--- config.mk ---
export PLATFORM = sky130hd
export DESIGN_NAME = gpu_host_burst_master
export DESIGN_NICKNAME = d
export VERILOG_FILES = /design/src/rtl/gpu_burst_pkg.sv /design/src/rtl/gpu_burst_rd_fifo.sv /design/src/rtl/gpu_host_burst_master.sv
export SDC_FILE = /design/constraint.sdc
export NUM_CORES = 1
export LEC_CHECK = 0
export CORE_ASPECT_RATIO = 0.6
export CORE_MARGIN = 2
export CORE_UTILIZATION = 50
export CTS_CLUSTER_DIAMETER = 30
export CTS_CLUSTER_SIZE = 16
export DETAILED_ROUTE_END_ITERATION = 8
export PLACE_DENSITY = 0.74
export SYNTH_ARGS = -nofsm -noshare
export SYNTH_HDL_FRONTEND = slang
export SYNTH_SLANG_ARGS = --single-unit
--- constraint.sdc ---
create_clock -name clk -period 3.1 [get_ports clk]
set_clock_uncertainty 0.2 [all_clocks]
set_input_delay 0.62 -clock clk [delete_from_list [all_inputs] [get_ports clk]]
set_output_delay 0.62 -clock clk [all_outputs]
set_load 0.1 [all_outputs]
--- src/rtl/gpu_burst_pkg.sv ---
// gpu_burst_pkg
// Shared types and constants for the GPU RAM host-port burst master.
//   burst_op_t    : command opcode as presented on cmd_op
//   burst_state_t : sequencer states of gpu_host_burst_master
//   STEP_8/STEP_16: address increment for byte and 16-bit word bursts
package gpu_burst_pkg;

    typedef enum logic [1:0] {
        OP_WRITE = 2'd0,
        OP_READ  = 2'd1,
        OP_FILL  = 2'd2,
        OP_NOP   = 2'd3
    } burst_op_t;

    typedef enum logic [2:0] {
        S_IDLE,
        S_WRITE,
        S_READ,
        S_FILL,
        S_DRAIN,
        S_DONE
    } burst_state_t;

    localparam int STEP_8  = 1;
    localparam int STEP_16 = 2;

endpackage

--- src/rtl/gpu_burst_rd_fifo.sv ---
// gpu_burst_rd_fifo
// Read-return FIFO, DEPTH x 16, first-word fall-through: head_data shows the
// oldest entry whenever empty is low, and reads as zero when empty.
// Ports:
//   clk        : clock, posedge
//   clear      : synchronous clear of pointers and count
//   push       : write push_data this clock
//   push_data  : 16-bit word to store
//   pop        : drop the head entry this clock (ignored when empty)
//   head_data  : current head word
//   empty      : no entries stored
//   count      : number of stored entries, 0..DEPTH
import gpu_burst_pkg::*;

module gpu_burst_rd_fifo #(
    parameter int DEPTH = 8
) (
    input  logic                     clk,
    input  logic                     clear,
    input  logic                     push,
    input  logic [15:0]              push_data,
    input  logic                     pop,
    output logic [15:0]              head_data,
    output logic                     empty,
    output logic [$clog2(DEPTH):0]   count
);

    localparam int AW = $clog2(DEPTH);
    localparam logic [AW:0] FULL_COUNT = DEPTH[AW:0];

    logic [15:0]   mem [DEPTH];
    logic [AW-1:0] wr_ptr;
    logic [AW-1:0] rd_ptr;
    logic          do_push;
    logic          do_pop;

    // A push is still taken when full if a pop frees a slot in the same clock.
    assign do_pop  = pop && (count != '0);
    assign do_push = push && ((count != FULL_COUNT) || do_pop);

    assign empty     = (count == '0);
    assign head_data = empty ? 16'h0000 : mem[rd_ptr];

    always_ff @(posedge clk) begin
        if (do_push) begin
            mem[wr_ptr] <= push_data;
        end
    end

    always_ff @(posedge clk) begin
        if (clear) begin
            wr_ptr <= '0;
            rd_ptr <= '0;
            count  <= '0;
        end else begin
            if (do_push) begin
                wr_ptr <= wr_ptr + AW'(1);
            end
            if (do_pop) begin
                rd_ptr <= rd_ptr + AW'(1);
            end
            case ({do_push, do_pop})
                2'b10:   count <= count + (AW+1)'(1);
                2'b01:   count <= count - (AW+1)'(1);
                default: count <= count;
            endcase
        end
    end

endmodule

--- src/rtl/gpu_host_burst_master.sv ---
// gpu_host_burst_master
// Host-side initiator for the GPU RAM host port. Runs one WRITE, READ or FILL
// burst at a time, one single-word access per clock with address
// auto-increment (wrapping modulo 2**ADDR_BITS), valid/ready on both streams.
// Ports:
//   clk, reset                : clock and synchronous active-high reset
//   cmd_*                     : command channel (valid/ready, op, addr, len,
//                               16-bit mode, fill value)
//   wr_valid/wr_ready/wr_data : write-data stream into the master
//   rd_valid/rd_ready/rd_data : read-data stream out of the master
//   host_*/ena_host_16bit     : GPU RAM host port
//   busy, done                : status; done pulses one clock per command
// Optional build macro GPU_BURST_STATS_EN adds stat_clr (in) and
// stat_words[31:0] (out), counting host writes plus read words returned.
import gpu_burst_pkg::*;

module gpu_host_burst_master #(
    parameter int ADDR_BITS  = 20,
    parameter int LEN_BITS   = 12,
    parameter int RD_LATENCY = 3,
    parameter int FIFO_DEPTH = 8
) (
    input  logic                 clk,
    input  logic                 reset,
    input  logic                 cmd_valid,
    output logic                 cmd_ready,
    input  logic [1:0]           cmd_op,
    input  logic [ADDR_BITS-1:0] cmd_addr,
    input  logic [LEN_BITS-1:0]  cmd_len,
    input  logic                 cmd_16bit,
    input  logic [15:0]          cmd_fill_data,
    input  logic                 wr_valid,
    output logic                 wr_ready,
    input  logic [15:0]          wr_data,
    output logic                 rd_valid,
    input  logic                 rd_ready,
    output logic [15:0]          rd_data,
    output logic                 host_wr_ena,
    output logic [ADDR_BITS-1:0] host_addr,
    output logic [15:0]          host_wr_data,
    output logic                 ena_host_16bit,
    input  logic [15:0]          host_rd_data,
    output logic                 busy,
`ifdef GPU_BURST_STATS_EN
    input  logic                 stat_clr,
    output logic [31:0]          stat_words,
`endif
    output logic                 done
);

    localparam int FCW = $clog2(FIFO_DEPTH) + 1;
    localparam int IW  = $clog2(RD_LATENCY + 1);
    localparam int SW  = $clog2(FIFO_DEPTH + RD_LATENCY) + 1;

    burst_state_t          state;
    logic [ADDR_BITS-1:0]  cur;
    logic [ADDR_BITS-1:0]  next_cur;
    logic [LEN_BITS-1:0]   remaining;
    logic [15:0]           fill_q;
    logic [RD_LATENCY-1:0] vld;
    logic [IW-1:0]         inflight;
    logic [FCW-1:0]        fifo_count;
    logic                  fifo_empty;
    logic                  fifo_push;
    logic                  room;
    logic                  rd_issue;
    logic                  wr_beat;
    logic                  fill_issue;

    assign cmd_ready = (state == S_IDLE);
    assign busy      = (state != S_IDLE);
    assign done      = (state == S_DONE);
    assign rd_valid  = !fifo_empty;

    // Address step follows the latched word size, wrapping at the address width.
    assign next_cur = cur + (ena_host_16bit ? ADDR_BITS'(STEP_16) : ADDR_BITS'(STEP_8));

    // Reads already issued but not yet captured.
    always_comb begin
        inflight = '0;
        for (int i = 0; i < RD_LATENCY; i++) begin
            inflight = inflight + IW'(vld[i]);
        end
    end

    // Counting in-flight reads against free FIFO space guarantees every
    // returning word has a slot, whatever the consumer does.
    assign room       = (SW'(fifo_count) + SW'(inflight)) < SW'(FIFO_DEPTH);
    assign rd_issue   = (state == S_READ) && (remaining != '0) && room;
    assign wr_beat    = (state == S_WRITE) && wr_valid && wr_ready;
    assign fill_issue = (state == S_FILL) && (remaining != '0);
    assign fifo_push  = vld[RD_LATENCY-1];

    // Sequencer: registered host port, write-ready and read-tag pipe. After the
    // final write beat the state lingers one clock in WRITE/FILL so the strobe
    // is never visible in DONE.
    always_ff @(posedge clk) begin
        if (reset) begin
            state          <= S_IDLE;
            cur            <= '0;
            remaining      <= '0;
            fill_q         <= '0;
            host_wr_ena    <= 1'b0;
            host_addr      <= '0;
            host_wr_data   <= '0;
            ena_host_16bit <= 1'b0;
            wr_ready       <= 1'b0;
            vld            <= '0;
        end else begin
            host_wr_ena <= 1'b0;
            vld[0]      <= rd_issue;
            for (int i = 1; i < RD_LATENCY; i++) begin
                vld[i] <= vld[i-1];
            end
            case (state)
                S_IDLE: begin
                    if (cmd_valid) begin
                        cur            <= cmd_addr;
                        remaining      <= cmd_len;
                        fill_q         <= cmd_fill_data;
                        ena_host_16bit <= cmd_16bit;
                        if (cmd_len == '0) begin
                            state <= S_DONE;
                        end else begin
                            case (burst_op_t'(cmd_op))
                                OP_WRITE: begin
                                    state    <= S_WRITE;
                                    wr_ready <= 1'b1;
                                end
                                OP_READ:  state <= S_READ;
                                OP_FILL:  state <= S_FILL;
                                default:  state <= S_DONE;
                            endcase
                        end
                    end
                end
                S_WRITE: begin
                    if (remaining == '0) begin
                        state <= S_DONE;
                    end else if (wr_beat) begin
                        host_wr_ena  <= 1'b1;
                        host_addr    <= cur;
                        host_wr_data <= wr_data;
                        cur          <= next_cur;
                        remaining    <= remaining - LEN_BITS'(1);
                        if (remaining == LEN_BITS'(1)) begin
                            wr_ready <= 1'b0;
                        end
                    end
                end
                S_FILL: begin
                    if (fill_issue) begin
                        host_wr_ena  <= 1'b1;
                        host_addr    <= cur;
                        host_wr_data <= fill_q;
                        cur          <= next_cur;
                        remaining    <= remaining - LEN_BITS'(1);
                    end else begin
                        state <= S_DONE;
                    end
                end
                S_READ: begin
                    if (rd_issue) begin
                        host_addr <= cur;
                        cur       <= next_cur;
                        remaining <= remaining - LEN_BITS'(1);
                        if (remaining == LEN_BITS'(1)) begin
                            state <= S_DRAIN;
                        end
                    end
                end
                S_DRAIN: begin
                    if (inflight == '0) begin
                        state <= S_DONE;
                    end
                end
                S_DONE:  state <= S_IDLE;
                default: state <= S_IDLE;
            endcase
        end
    end

    gpu_burst_rd_fifo #(
        .DEPTH (FIFO_DEPTH)
    ) u_rd_fifo (
        .clk       (clk),
        .clear     (reset),
        .push      (fifo_push),
        .push_data (host_rd_data),
        .pop       (rd_ready),
        .head_data (rd_data),
        .empty     (fifo_empty),
        .count     (fifo_count)
    );

`ifdef GPU_BURST_STATS_EN
    // Clear beats a same-cycle increment; counter wraps at 2**32.
    always_ff @(posedge clk) begin
        if (reset || stat_clr) begin
            stat_words <= '0;
        end else begin
            stat_words <= stat_words + 32'(wr_beat || fill_issue) + 32'(fifo_push);
        end
    end
`endif

endmodule

==> results of run 1 <==
## per-layer routing
metal	routed length, um	part of all wire
met1	11500	0.46
met2	10700	0.43
met3	2400	0.096
met4	418	0.017
met5	0	0
## flip-flops by register name, summed over array words and instances (netlist names), named ones only
name and count:
state 3, host_wr_data 16, fill_q 16, vld 3, u_rd_fifo.rd_ptr 3, host_wr_ena 1
u_rd_fifo.count 4, cur 20, ena_host_16bit 1, host_addr 20, remaining 12, wr_ready 1
u_rd_fifo.mem 128, u_rd_fifo.wr_ptr 3
## cell usage after synthesis (6+ instances only)
library cell	count
a2111oi_0	7
o31ai_1	15
nor2_1	89
mux2i_1	53
nand2_1	68
nand4_1	7
a31oi_1	9
nor3_1	14
o21ai_0	25
nor4_1	9
a22oi_1	6
a21oi_1	52
ha_1	14
dfxtp_1	106
o311ai_0	9
clkbuf_1	39
nand3_1	21
nand2b_1	7
inv_1	19
buf_2	15
mux4_2	32
o41ai_1	6
a211oi_1	19
edfxtp_1	128
## through the flow
step	total power, W	instances	hold WS [ps]
final	0.0113	1300	251
after global routing	0.0118	1300	271
after CTS	0.0113	1300	253
after detailed placement	0.00708	1236	246
after global placement	0.00702	1236	242
after floorplan	0.00613	846	236
## power breakdown
group	total [W]	switching (W)	internal [W]	leakage, nW
clock	0.00417	0.00146	0.00271	0.611
sequential	0.00396	0.000388	0.00357	2.01
combinational	0.00314	0.00206	0.00108	2.09
total	0.0113	0.00391	0.00735	4.71
## cells by family after synthesis
| logic type | count (synthesis) | synth area share |
|---|---|---|
| mux | 85 | 0.123 |
| fa+ha+maj | 17 | 0.0231 |
| simple gates | 250 | 0.117 |
| compound gates | 177 | 0.116 |
| flops | 234 | 0.585 |
| buf+inv | 77 | 0.0310 |
| xor+xnor | 6 | 0.00515 |
## path summary, 6_finish.rpt
check                        to  slack [ps]  depth (start not counted)
max                  rd_data[7]         120                          5
max reg2reg  u_rd_fifo.count[3]         300                         11
min                   fill_q[3]         250                          2
min reg2reg           fill_q[3]         250                          2
## worst register-to-register path, cell delays in order, from the launching register on
cell and delay (ps):
dfxtp_1 360, or3_4 420, nor2_4 140, clkinvlp_4 120
and2_4 170, ha_4 170, ha_1 280, a21o_1 200
a21oi_2 150, xnor2_1 80, or3_1 300, a21oi_1 140
## cell type report
| class | count | area share |
|---|---|---|
| Clock buffer | 37 | 0.0657 |
| Sequential cell | 234 | 0.444 |
| Timing Repair Buffer | 175 | 0.133 |
| Inverter | 19 | 0.00558 |
| Clock inverter | 27 | 0.0278 |
| Multi-Input combinational cell | 535 | 0.298 |
| Tap cell | 273 | 0.0254 |
## timing repair
action / 4_1_cts / 5_1_grt
gates resized for setup: 1 / 0
setup buffers: 0 / 0
setup endpoints to repair: 6 / 0
==> results.py, run 1 <==
metrics = {
    "finish": {
        "drive_gt1_frac": 0.210,
        "final_area_mm2": 0.0134,
        "layout_commonest_cell": "edfxtp_1",
        "multiInputGateArea_mm2": 0.00401,
        "most-common-layout-cells": "128 x edfxtp_1, 104 x dfxtp_1, 86 x clkdlybuf4s50_1, 79 x nor2_1",
        "nFillCells": 1441,
        "utilization": 0.672,
        "antenna_cells": 0,
        "seq_area_mm2": 0.00597,
        "areaGrowthSynthToFinish_pct": 31.8,
        "nNetsFinal": 1105,
    },
    "clock_tree": {
        "cts_hold_buf": 0,
        "insertion_delay_ps": 490,
        "ctsHtreeMaxLevel": 2,
        "cts_root_buf": "clkbuf_16",
        "cts_buffers": 35,
        "tritoncts": "built",
        "clock_sinks": 234,
        "path_clk_slew_ps": 60,
        "clock_path_buffers": 3,
    },
    "synth": {
        "synth_edf_count": 128,
        "async_flop_share": 0,
        "synth_cell_type_count": 59,
        "yosysTopAreaCell": "edfxtp_1",
        "synth_flop_cell": "edfxtp_1",
        "synthTopCellsByArea": "edfxtp_1 38%, dfxtp_1 21%, mux4_2 7.1%",
        "synth_warnings": 0,
        "synth_area_mm2": 0.0102,
        "syn_avg_cell_area_um2": 12.1,
        "seq_area_frac_synth": 0.585,
        "synth_nets": 951,
        "ys_ff_latch": 234,
        "synthCells": 846,
        "netlist.area_leader.share": 0.377,
    },
    "timing": {
        "fin_setup_tns_ps": 0,
        "drv_slew": 0,
        "setup_viol": 0,
        "fmax_mhz": 336,
        "finalHoldViolations": 0,
        "worst_slew_pin_slew_ps": 721,
        "fin_crit_sh": 0.960,
        "setup_slack_ps": 124,
        "rsz0062_at_grt": "false",
        "fin_crit_ps": 2980,
        "max_slew_margin": 0.518,
    },
    "detailed_routing": {
        "via_per_inst": 5.83,
        "wirelength_um": 25000,
        "dr.pass1.iters": 5,
        "via_count": 7583,
        "routedWlPerCell_um": 19.2,
        "drtIter0Drc": 630,
        "drc_errors": 0,
        "ant_nets": 0,
    },
    "floorplan": {
        "start_util": 0.510,
        "ios": 147,
        "dieArea_mm2": 0.0216,
        "core_area_mm2": 0.0200,
        "rows": 40,
        "die_height_um": 115,
        "die_x_um": 188,
    },
    "place": {
        "gp_congestion": 0.875,
        "placed_area_mm2": 0.0122,
        "dpl.hpwl_um": 16300,
        "port_buffers": 146,
        "dpl_worst_slack_ps": 82.2,
    },
    "global_route": {
        "grt_util_met1": 0.346,
        "track_usage": 0.235,
        "met2_usage": 0.347,
        "grt-ovfl-total": 0,
        "grt-busiest-layer": "met2",
        "antenna_found_initial": 0,
        "grt_pass1_vias": 7366,
        "grt_pass1_wl_um": 40000,
        "grt.met3_usage": 0.0641,
        "grt_max_degree": 54,
    },
    "job": {
        "maxCapViolCount": 0,
    },
    "worst_setup_path": {
        "path_buf_inv": 2,
        "cpPeakStageDelay_ps": 520,
        "end_kind": "primary output",
        "required_ps": 2280,
        "critical_path.top_delay_family": "multiplexers",
        "cpMostUsedCell": "buf_12",
        "cp_cell_sequence": "buf_12 -> mux4_2 -> mux2i_1 -> nor2_2 -> buf_12",
        "crit_type": "register to primary output",
        "arrival_ps": 2160,
        "crit_path_max_fanout": 10,
        "rr_startpoint": "u_rd_fifo.count[2]",
        "startpoint_type": "register",
        "cpMaxStageDelayCell": "mux4_2",
    },
    "worst_hold_path": {
        "hp-start": "fill_q[3]",
        "hp-class": "register to register",
    },
    "run_status": {
        "status": "completed",
    },
    "pwr": {
        "p_leak_nw": 4.71,
        "ir_drop_mv": 0.673,
        "powerDensity_mw_per_mm2": 838,
    },
}
No activity file was read; power rests on OpenSTA's default activity.
==> run 2, diff against run 1 <==
Settings changed: CTS_BUF_LIST set to sky130_fd_sc_hd__clkbuf_8.
==> results.py, run 2 (synthesis gave the netlist of run 1 again) <==
metrics = {
    "global_route": {
        "grt-ovfl-total": 0,
        "track_usage": 0.229,
        "grt_pass1_vias": 7179,
        "grt_max_degree": 54,
        "grt_pass1_wl_um": 39000,
        "antenna_found_initial": 0,
    },
    "pwr": {
        "ir_drop_mv": 0.689,
        "internal_power_w": 0.00636,
        "clockPowerShare": 0.299,
        "seq_power_share": 0.391,
        "power_frac_comb": 0.310,
        "swShare": 0.370,
        "powerDensity_mw_per_mm2": 773,
        "p_sw_w": 0.00374,
        "p_leak_nw": 4.55,
    },
    "clock_tree": {
        "ctsHtreeMaxLevel": 2,
        "insertion_delay_ps": 520,
        "cts_hold_buf": 0,
        "cts_buffers": 35,
        "cts_root_buf": "clkbuf_8",
        "path_clk_slew_ps": 70,
        "tritoncts": "built",
        "clock_sinks": 234,
        "clock_path_buffers": 3,
    },
    "worst_hold_path": {
        "hp-class": "register to register",
        "hp-start": "fill_q[3]",
        "holdPathStages": 2,
    },
    "timing": {
        "finalHoldViolations": 0,
        "worst_slew_pin_slew_ps": 758,
        "setup_slack_ps": 176,
        "rsz0062_at_grt": "false",
        "setup_viol": 0,
        "fmax_mhz": 342,
        "fin_crit_sh": 0.943,
        "drv_slew": 0,
        "max_slew_margin": 0.493,
        "fin_crit_ps": 2920,
    },
    "worst_setup_path": {
        "arrival_ps": 2100,
        "crit_type": "register to primary output",
        "cpMostUsedCell": "buf_12",
        "crit_path_max_fanout": 16,
        "end_kind": "primary output",
        "path_buf_inv": 2,
        "cp_cell_sequence": "buf_12 -> mux4_2 -> mux2i_1 -> nor2_2 -> buf_12",
        "critical_path.top_delay_family": "multiplexers",
        "path_depth": 5,
        "startpoint_type": "register",
        "reg2reg_depth": 11,
        "required_ps": 2280,
        "rr_startpoint": "u_rd_fifo.count[2]",
        "cpMaxStageDelayCell": "mux4_2",
        "cpPeakStageDelay_ps": 510,
    },
    "detailed_routing": {
        "dr.pass1.iters": 5,
        "routedWlPerCell_um": 18.8,
        "ant_nets": 0,
        "via_per_inst": 5.77,
        "via_count": 7518,
        "drtIter0Drc": 726,
        "drc_errors": 0,
        "wirelength_um": 24500,
    },
    "place": {
        "dpl.cell_count": 1236,
        "dpl.hpwl_um": 16300,
        "gp_congestion": 0.875,
        "dpl_worst_slack_ps": 82.2,
        "port_buffers": 146,
    },
    "finish": {
        "largest_reg_flops": 128,
        "areaGrowthSynthToFinish_pct": 28.2,
        "nNetsFinal": 1109,
        "seq_area_mm2": 0.00597,
        "multiInputGateArea_mm2": 0.00401,
        "top_register": "u_rd_fifo.mem",
        "fin_cells": 1304,
        "largestRegisters": "u_rd_fifo.mem (128), cur (20), host_addr (20)",
        "nFillCells": 1501,
        "antenna_cells": 0,
        "drive_gt1_frac": 0.213,
        "layout_commonest_cell": "edfxtp_1",
        "most-common-layout-cells": "128 x edfxtp_1, 104 x dfxtp_1, 86 x clkdlybuf4s50_1, 79 x nor2_1, 72 x buf_4",
    },
    "floorplan": {
        "die_x_um": 188,
        "start_util": 0.510,
        "ios": 147,
        "rows": 40,
        "dieArea_mm2": 0.0216,
        "die_height_um": 115,
        "core_area_mm2": 0.0200,
    },
    "job": {
        "maxCapViolCount": 0,
    },
    "run_status": {
        "status": "completed",
    },
}
-- run 2: cell types whose count changed in the layout (fill, tap and decap cells not counted) --
cell        previous run  this run
inv_6                  7         4
clkinvlp_4             3         6
clkbuf_1               2         0
clkbuf_16             35         0
inv_1                 18        20
clkbuf_8               0        35
buf_4                 68        72
-- run 2: final cells by class --
cell class | instances | area share
Clock buffer | 35 | 0.0368
Clock inverter | 29 | 0.0289
Inverter | 19 | 0.00574
Multi-Input combinational cell | 535 | 0.307
Sequential cell | 234 | 0.457
Tap cell | 273 | 0.0261
Timing Repair Buffer | 179 | 0.139
-- run 2: power groups by stage --
stage | clock network, W | logic [W] | registers, W
finish | 0.00302 | 0.00313 | 0.00395
global route | 0.00323 | 0.00336 | 0.00400
CTS | 0.00310 | 0.00308 | 0.00394
detailed placement | 0 | 0.00307 | 0.00401
global placement | 0 | 0.00303 | 0.00399
floorplan | 0 | 0.00196 | 0.00417
-- run 2: stage by stage --
stage / area, um^2 / utilization / TNS [ps] / hold WS (ps) / power [W]
global placement: 12200 / 0.609 / 0 / 242 / 0.00702
finish: 13100 / 0.653 / 0 / 253 / 0.0101
global route: 13100 / 0.653 / 0 / 274 / 0.0106
CTS: 13000 / 0.652 / 0 / 255 / 0.0101
floorplan: 10300 / - / -896 / 236 / 0.00613
detailed placement: 12200 / 0.609 / 0 / 246 / 0.00708
-- run 2: layer usage --
metal / GRT usage / vias up / part of all wire
met5: 0 / - / 0
met4: 0.0568 / 0 / 0.017
met3: 0.0637 / 35 / 0.094
met2: 0.332 / 314 / 0.42
met1: 0.342 / 3624 / 0.47
li1: - / 3545 / -
-- run 2: final timing paths --
path / end / slack, ps
max: rd_data[12] / 180
min: fill_q[3] / 250
max reg2reg: u_rd_fifo.count[3] / 270
min reg2reg: fill_q[3] / 250
-- run 2: timing repair --
action,CTS,global route
setup buffers,0,4
gates resized for setup,1,0
endpoints found under the setup margin,10,8
hold endpoints to repair,0,0
gates cloned,0,0
-- run 2: worst reg2reg max path, stage by stage (launching register included) --
cell and delay (ps):
dfxtp_1 360, or3_4 420, nor2_4 140, clkinvlp_4 120, and2_4 170, ha_4 170
ha_1 280, a21o_1 200, a21oi_2 160, xnor2_1 80, or3_1 320, a21oi_1 140
